==> config.mk <==
export PLATFORM = sky130hd
export DESIGN_NAME = seq_multiplier_flat
export DESIGN_NICKNAME = d
export VERILOG_FILES = /design/src/rtl/seq_multiplier_if.sv /design/src/rtl/seq_multiplier.sv /design/src/flat_wrapper.sv
export SDC_FILE = /design/constraint.sdc
export NUM_CORES = 1
export LEC_CHECK = 0
export ABC_AREA = 1
export CORE_MARGIN = 2
export CORE_UTILIZATION = 26
export DETAILED_ROUTE_END_ITERATION = 10
export HOLD_SLACK_MARGIN = 0.15
export PLACE_DENSITY_LB_ADDON = 0.15
export SYNTH_ARGS = -nofsm -noshare
export SYNTH_HDL_FRONTEND = slang
export SYNTH_SLANG_ARGS = --single-unit
==> constraint.sdc <==
create_clock -name Clk -period 3.81 [get_ports Clk]
set_clock_uncertainty 0.05 [all_clocks]
set_input_delay 0.5715 -clock Clk [delete_from_list [all_inputs] [get_ports Clk]]
set_output_delay 0.5715 -clock Clk [all_outputs]
set_load 0.02 [all_outputs]
==> src/rtl/seq_multiplier_if.sv <==
// Start/Busy/Done handshake bundle for seq_multiplier.
// master: Start, Signed, A, B, Cancel out; Busy, Done, Hi, Lo in.
interface seq_multiplier_if #(
    parameter int WIDTH = 32
);
    logic             Start;
    logic             Signed;
    logic             Cancel;
    logic [WIDTH-1:0] A;
    logic [WIDTH-1:0] B;
    logic             Busy;
    logic             Done;
    logic [WIDTH-1:0] Hi;
    logic [WIDTH-1:0] Lo;

    modport master (
        output Start, Signed, A, B, Cancel,
        input  Busy, Done, Hi, Lo
    );

    modport slave (
        input  Start, Signed, A, B, Cancel,
        output Busy, Done, Hi, Lo
    );
endinterface

==> src/rtl/seq_multiplier.sv <==
// Shift-add multiplier, one partial product per clock, signed/unsigned.
// Ports: Clk, Reset_n (async active-low), bus (slave: Start/Signed/A/B/Cancel in,
// Busy/Done/Hi/Lo out). Latency WIDTH+1 clocks from the Start edge.
module seq_multiplier #(
    parameter int WIDTH = 32
) (
    input  logic             Clk,
    input  logic             Reset_n,
    seq_multiplier_if.slave  bus
);
    localparam int CW = $clog2(WIDTH);
    localparam logic [CW-1:0] LAST = CW'(WIDTH - 1);

    typedef enum logic [1:0] {
        IDLE,
        CALC,
        SIGN
    } state_t;

    state_t state;
    state_t state_nx;

    logic [WIDTH-1:0]   mcand;
    logic [2*WIDTH-1:0] acc;
    logic [CW-1:0]      cnt;
    logic               neg;
    logic [WIDTH-1:0]   hi_q;
    logic [WIDTH-1:0]   lo_q;
    logic               done_q;

    logic [WIDTH-1:0]   a_mag;
    logic [WIDTH-1:0]   b_mag;
    logic [WIDTH:0]     sum;
    logic [2*WIDTH-1:0] acc_step;
    logic [2*WIDTH-1:0] product;

    // -2^(WIDTH-1) negates to itself, which read unsigned is its magnitude.
    assign a_mag = (bus.Signed && bus.A[WIDTH-1]) ? -bus.A : bus.A;
    assign b_mag = (bus.Signed && bus.B[WIDTH-1]) ? -bus.B : bus.B;

    // Carry of the upper-half add shifts back in as the new MSB.
    assign sum      = {1'b0, acc[2*WIDTH-1:WIDTH]}
                    + (acc[0] ? {1'b0, mcand} : '0);
    assign acc_step = {sum, acc[WIDTH-1:1]};
    assign product  = neg ? -acc : acc;

    always_ff @(posedge Clk or negedge Reset_n) begin
        if (!Reset_n) begin
            state <= IDLE;
        end else begin
            state <= state_nx;
        end
    end

    always_comb begin
        state_nx = state;
        unique case (state)
            IDLE: begin
                if (bus.Start) begin
                    state_nx = CALC;
                end
            end
            CALC: begin
                if (bus.Cancel) begin
                    state_nx = IDLE;
                end else if (cnt == LAST) begin
                    state_nx = SIGN;
                end
            end
            SIGN: begin
                state_nx = IDLE;
            end
            default: begin
                state_nx = IDLE;
            end
        endcase
    end

    always_ff @(posedge Clk or negedge Reset_n) begin
        if (!Reset_n) begin
            mcand  <= '0;
            acc    <= '0;
            cnt    <= '0;
            neg    <= 1'b0;
            hi_q   <= '0;
            lo_q   <= '0;
            done_q <= 1'b0;
        end else begin
            done_q <= 1'b0;
            unique case (state)
                IDLE: begin
                    if (bus.Start) begin
                        mcand <= a_mag;
                        acc   <= {{WIDTH{1'b0}}, b_mag};
                        cnt   <= '0;
                        neg   <= bus.Signed
                               & (bus.A[WIDTH-1] ^ bus.B[WIDTH-1]);
                    end
                end
                CALC: begin
                    if (!bus.Cancel) begin
                        acc <= acc_step;
                        cnt <= cnt + 1'b1;
                    end
                end
                SIGN: begin
                    if (!bus.Cancel) begin
                        hi_q   <= product[2*WIDTH-1:WIDTH];
                        lo_q   <= product[WIDTH-1:0];
                        done_q <= 1'b1;
                    end
                end
                default: begin
                    done_q <= 1'b0;
                end
            endcase
        end
    end

    assign bus.Busy = (state != IDLE);
    assign bus.Done = done_q;
    assign bus.Hi   = hi_q;
    assign bus.Lo   = lo_q;
endmodule

==> src/flat_wrapper.sv <==
// flat-port wrapper written by rule: the top's interface ports become plain ports
module seq_multiplier_flat 
#(
    parameter int WIDTH = 32
)
  (Clk, Reset_n, bus_Start, bus_Signed, bus_A, bus_B, bus_Cancel, bus_Busy, bus_Done, bus_Hi, bus_Lo);
  seq_multiplier_if #(.WIDTH(WIDTH)) bus_i ();
  input  logic Clk;
  input  logic Reset_n;
  input wire logic [$bits(bus_i.Start)-1:0] bus_Start;
  input wire logic [$bits(bus_i.Signed)-1:0] bus_Signed;
  input wire logic [$bits(bus_i.A)-1:0] bus_A;
  input wire logic [$bits(bus_i.B)-1:0] bus_B;
  input wire logic [$bits(bus_i.Cancel)-1:0] bus_Cancel;
  output wire logic [$bits(bus_i.Busy)-1:0] bus_Busy;
  output wire logic [$bits(bus_i.Done)-1:0] bus_Done;
  output wire logic [$bits(bus_i.Hi)-1:0] bus_Hi;
  output wire logic [$bits(bus_i.Lo)-1:0] bus_Lo;
  assign bus_i.Start = bus_Start;
  assign bus_i.Signed = bus_Signed;
  assign bus_i.A = bus_A;
  assign bus_i.B = bus_B;
  assign bus_i.Cancel = bus_Cancel;
  assign bus_Busy = bus_i.Busy;
  assign bus_Done = bus_i.Done;
  assign bus_Hi = bus_i.Hi;
  assign bus_Lo = bus_i.Lo;
  seq_multiplier #(.WIDTH(WIDTH)) u_core (.Clk(Clk), .Reset_n(Reset_n), .bus(bus_i));
endmodule
==> impl_metrics.yaml <==
clock_network:
  cts_buffers: 17
  cts.sinks: 169
  cts_tree: "done"
  h-tree-depth: 4
  root_buffer: "clkbuf_16"
  cts_buffer_depth: 2
  clk_pin_slew_ns: 0.07
  clock_latency_ns: 0.47
  cts-resized-gates: 0
global_route:
  grtUsageTotal_pct: 18.6
  grt-ovfl-total: 0
  antenna_found_initial: 0
  first_global_vias: 13500
  grt_max_degree: 78
  grt_pass1_wl_microns: 77300
worst_setup_path:
  crit_path_end: "u_core.acc[47]"
  endpoint_kind: "flop"
  critical_path_depth: 15
  start_kind: "flop"
  worstReg2RegStart: "u_core.acc[0]"
  r2r_setup_slack_ns: 1.00
  crit_chain: "nand2_1 > inv_1 > ha_1 > inv_1 > fa_1 > inv_1 > nand3_1 > nand3_1 > nand2_1 > nand2_1 > inv_1 > o21ai_0 > nand2_1 > nand2_1 > o21ai_0"
  cp_common_cell: "nand2_1"
  cp.required_ns: 4.10
  r2r-end: "u_core.acc[47]"
  r2r_cells: 15
  startpoint: "u_core.acc[0]"
  cp.buffers_inverters: 4
  cp_slowest_cell: "dfrtp_1"
  crit_fanout: 19
  cp.arrival_ns: 3.10
  cp_top_family: "flip-flops"
  cpPeakStageDelay_ns: 0.79
  crit_type: "reg -> reg"
placed_design:
  gp_routability_congestion: 0.872
  numPortBuffers: 134
  pre_cts_ws_ns: 0.905
  post-dp-hpwl_microns: 39600
pwr:
  vdd_drop_max_mv: 0.407
  power_density_mw_per_mm2: 508
  p_leak_nw: 8.24
final_layout:
  antenna_cells: 0
  regArea_sq_mm: 0.00423
  multi_input_area_sq_mm: 0.00797
  syn_to_final_growth_pct: 19.9
  drive_gt1_share_pct: 3.80
  final.fill_count: 5848
  fin_nets: 2462
synthesis:
  async_flop_share_pct: 100
  synth_top_area_share_pct: 31.4
  synth_seq_cells: 169
  synth_edf_count: 0
  avgSynthCellArea_sq_um: 6.01
  synth_top_flop_cell: "dfrtp_1"
  syn_nets: 2350
  yosysTopAreaCell: "dfrtp_1"
  syn_inst: 2243
  yosysSeqAreaShare_pct: 31.4
  synth_area_sq_mm: 0.0135
  synthDistinctLibCells: 44
  yosys-top-cells-area: "dfrtp_1, nand2_1, inv_1, nor2_1, nand3_1"
  yosys_warnings: 0
timing:
  slew_headroom_pct: 38.0
  grt_setup_unrepaired: "false"
  fin_crit_sh_pct: 73.7
  hold_viol_final: 0
  max_freq_mhz: 356
  min_period_ns: 2.81
  drv_slew: 0
  setup_viol: 0
  worst_pin_slew_ns: 0.930
  finalSetupTns_ns: 0
  setup_ws_ns: 1.00
  hold_ws_ns: 0.428
die:
  core.rowCount: 83
  ios: 135
  core_area_sq_mm: 0.0513
  die_w_microns: 232
  die_height_microns: 232
  die_area_sq_mm: 0.0537
  start_util_pct: 26.3
run:
  drv_cap: 0
routing:
  wl_per_cell_microns: 16.0
  drtAntennaViolNets: 0
  remaining_drc_errors: 0
  wirelength_microns: 48800
  num_vias: 14000
  viasPerCell: 4.58
  dr.pass1.iters: 5
  drt_iter0_drc: 1117
min_path:
  hold_class: "reg -> reg"
run_status:
  status: "finished, final reports clean"
[state kept, by name (all words and copies together) (netlist names)]
| register | count |
|---|---|
| u_core.acc | 64 |
| u_core.bus.Done | 1 |
| u_core.bus.Hi | 32 |
| u_core.bus.Lo | 32 |
| u_core.cnt | 5 |
| u_core.mcand | 32 |
| u_core.neg | 1 |
| u_core.state | 2 |
[final cells by class]
class | instances | share of cell area [%]
clock buffer | 19 | 2.74
tap | 680 | 5.26
inverter | 275 | 6.39
multi-input combinational | 1739 | 49.3
clock inverter | 13 | 0.851
sequential | 169 | 26.2
timing repair buffer | 153 | 9.28
[per-stage QoR]
step / instances / instance area [sq um] / util (%) / total power [mW]
2_1_floorplan: 2243 / 13500 / - / 5.15
3_3_place_gp: 3015 / 15600 / 30.4 / 6.48
3_5_place_dp: 3015 / 15600 / 30.4 / 6.49
4_1_cts: 3048 / 16200 / 31.5 / 8.27
5_1_grt: 3048 / 16200 / 31.5 / 8.94
6_report: 3048 / 16200 / 31.5 / 8.22
[tightest hold or removal path, stage by stage (launching register included)]
cell and delay, ns:
dfrtp_1 0.34, nand2_1 0.05, nand2_1 0.05
[worst min path at each step]
stage                 startpoint           endpoint  slack [ns]  depth (start not counted)
2_1_floorplan            Reset_n      u_core.acc[0]        0.23                          0
3_3_place_gp   u_core.bus.Hi[11]  u_core.bus.Hi[11]        0.41                          2
3_5_place_dp   u_core.bus.Lo[21]  u_core.bus.Lo[21]        0.42                          2
4_1_cts        u_core.bus.Lo[21]  u_core.bus.Lo[21]        0.43                          2
5_1_grt         u_core.mcand[17]   u_core.mcand[17]        0.45                          2
6_report       u_core.bus.Lo[21]  u_core.bus.Lo[21]        0.43                          2
[routing by layer]
metal | up-vias | global-route usage, % | wire, microns | share of wire (%)
li1 | 7279 | - | - | -
met1 | 6330 | 26.9 | 24500 | 50
met2 | 303 | 29.0 | 21300 | 44
met3 | 45 | 1.99 | 1930 | 3.9
met4 | 0 | 5.77 | 1140 | 2.3
met5 | - | 0 | 0 | 0
[placed cells by master, fill, tap and decap left out, drive strengths merged, types with 24 or more instances in the layout]
cell type / count
o21ai: 138
xor2: 36
dfrtp: 169
nand2: 888
nor2: 278
inv: 279
clkdlybuf4s50: 133
nand4: 24
nand3: 186
ha: 37
a21oi: 74
[cells in the mapped netlist (all sizes together), types with 17 or more instances]
master  instances
inv           275
clkbuf         33
xor2           36
nor2          278
nor3           17
a21oi          74
nand2         888
buf            27
nand3         186
ha             37
dfrtp         169
nand4          24
o21ai         138
[cells by family after synthesis]
family | after synthesis | share of synthesized area (%)
adder cells (fa/ha/maj) | 38 | 3.58
flip-flops | 169 | 31.4
AND/OR/NAND/NOR | 1419 | 43.2
buffers and inverters | 335 | 9.59
XOR/XNOR | 40 | 2.60
AO/OA/AOI/OAI | 242 | 9.72
[report_power, final]
part | internal, mW | switching [mW]
combinational | 1.23 | 2.44
clock | 0.932 | 0.806
sequential | 2.15 | 0.651
total | 4.31 | 3.90
[timing repair]
item                                   CTS  global route
endpoints found under the hold margin   73             0
hold buffers                             1             0
setup buffers                            0             0
Power figures use the tool's default switching activity.
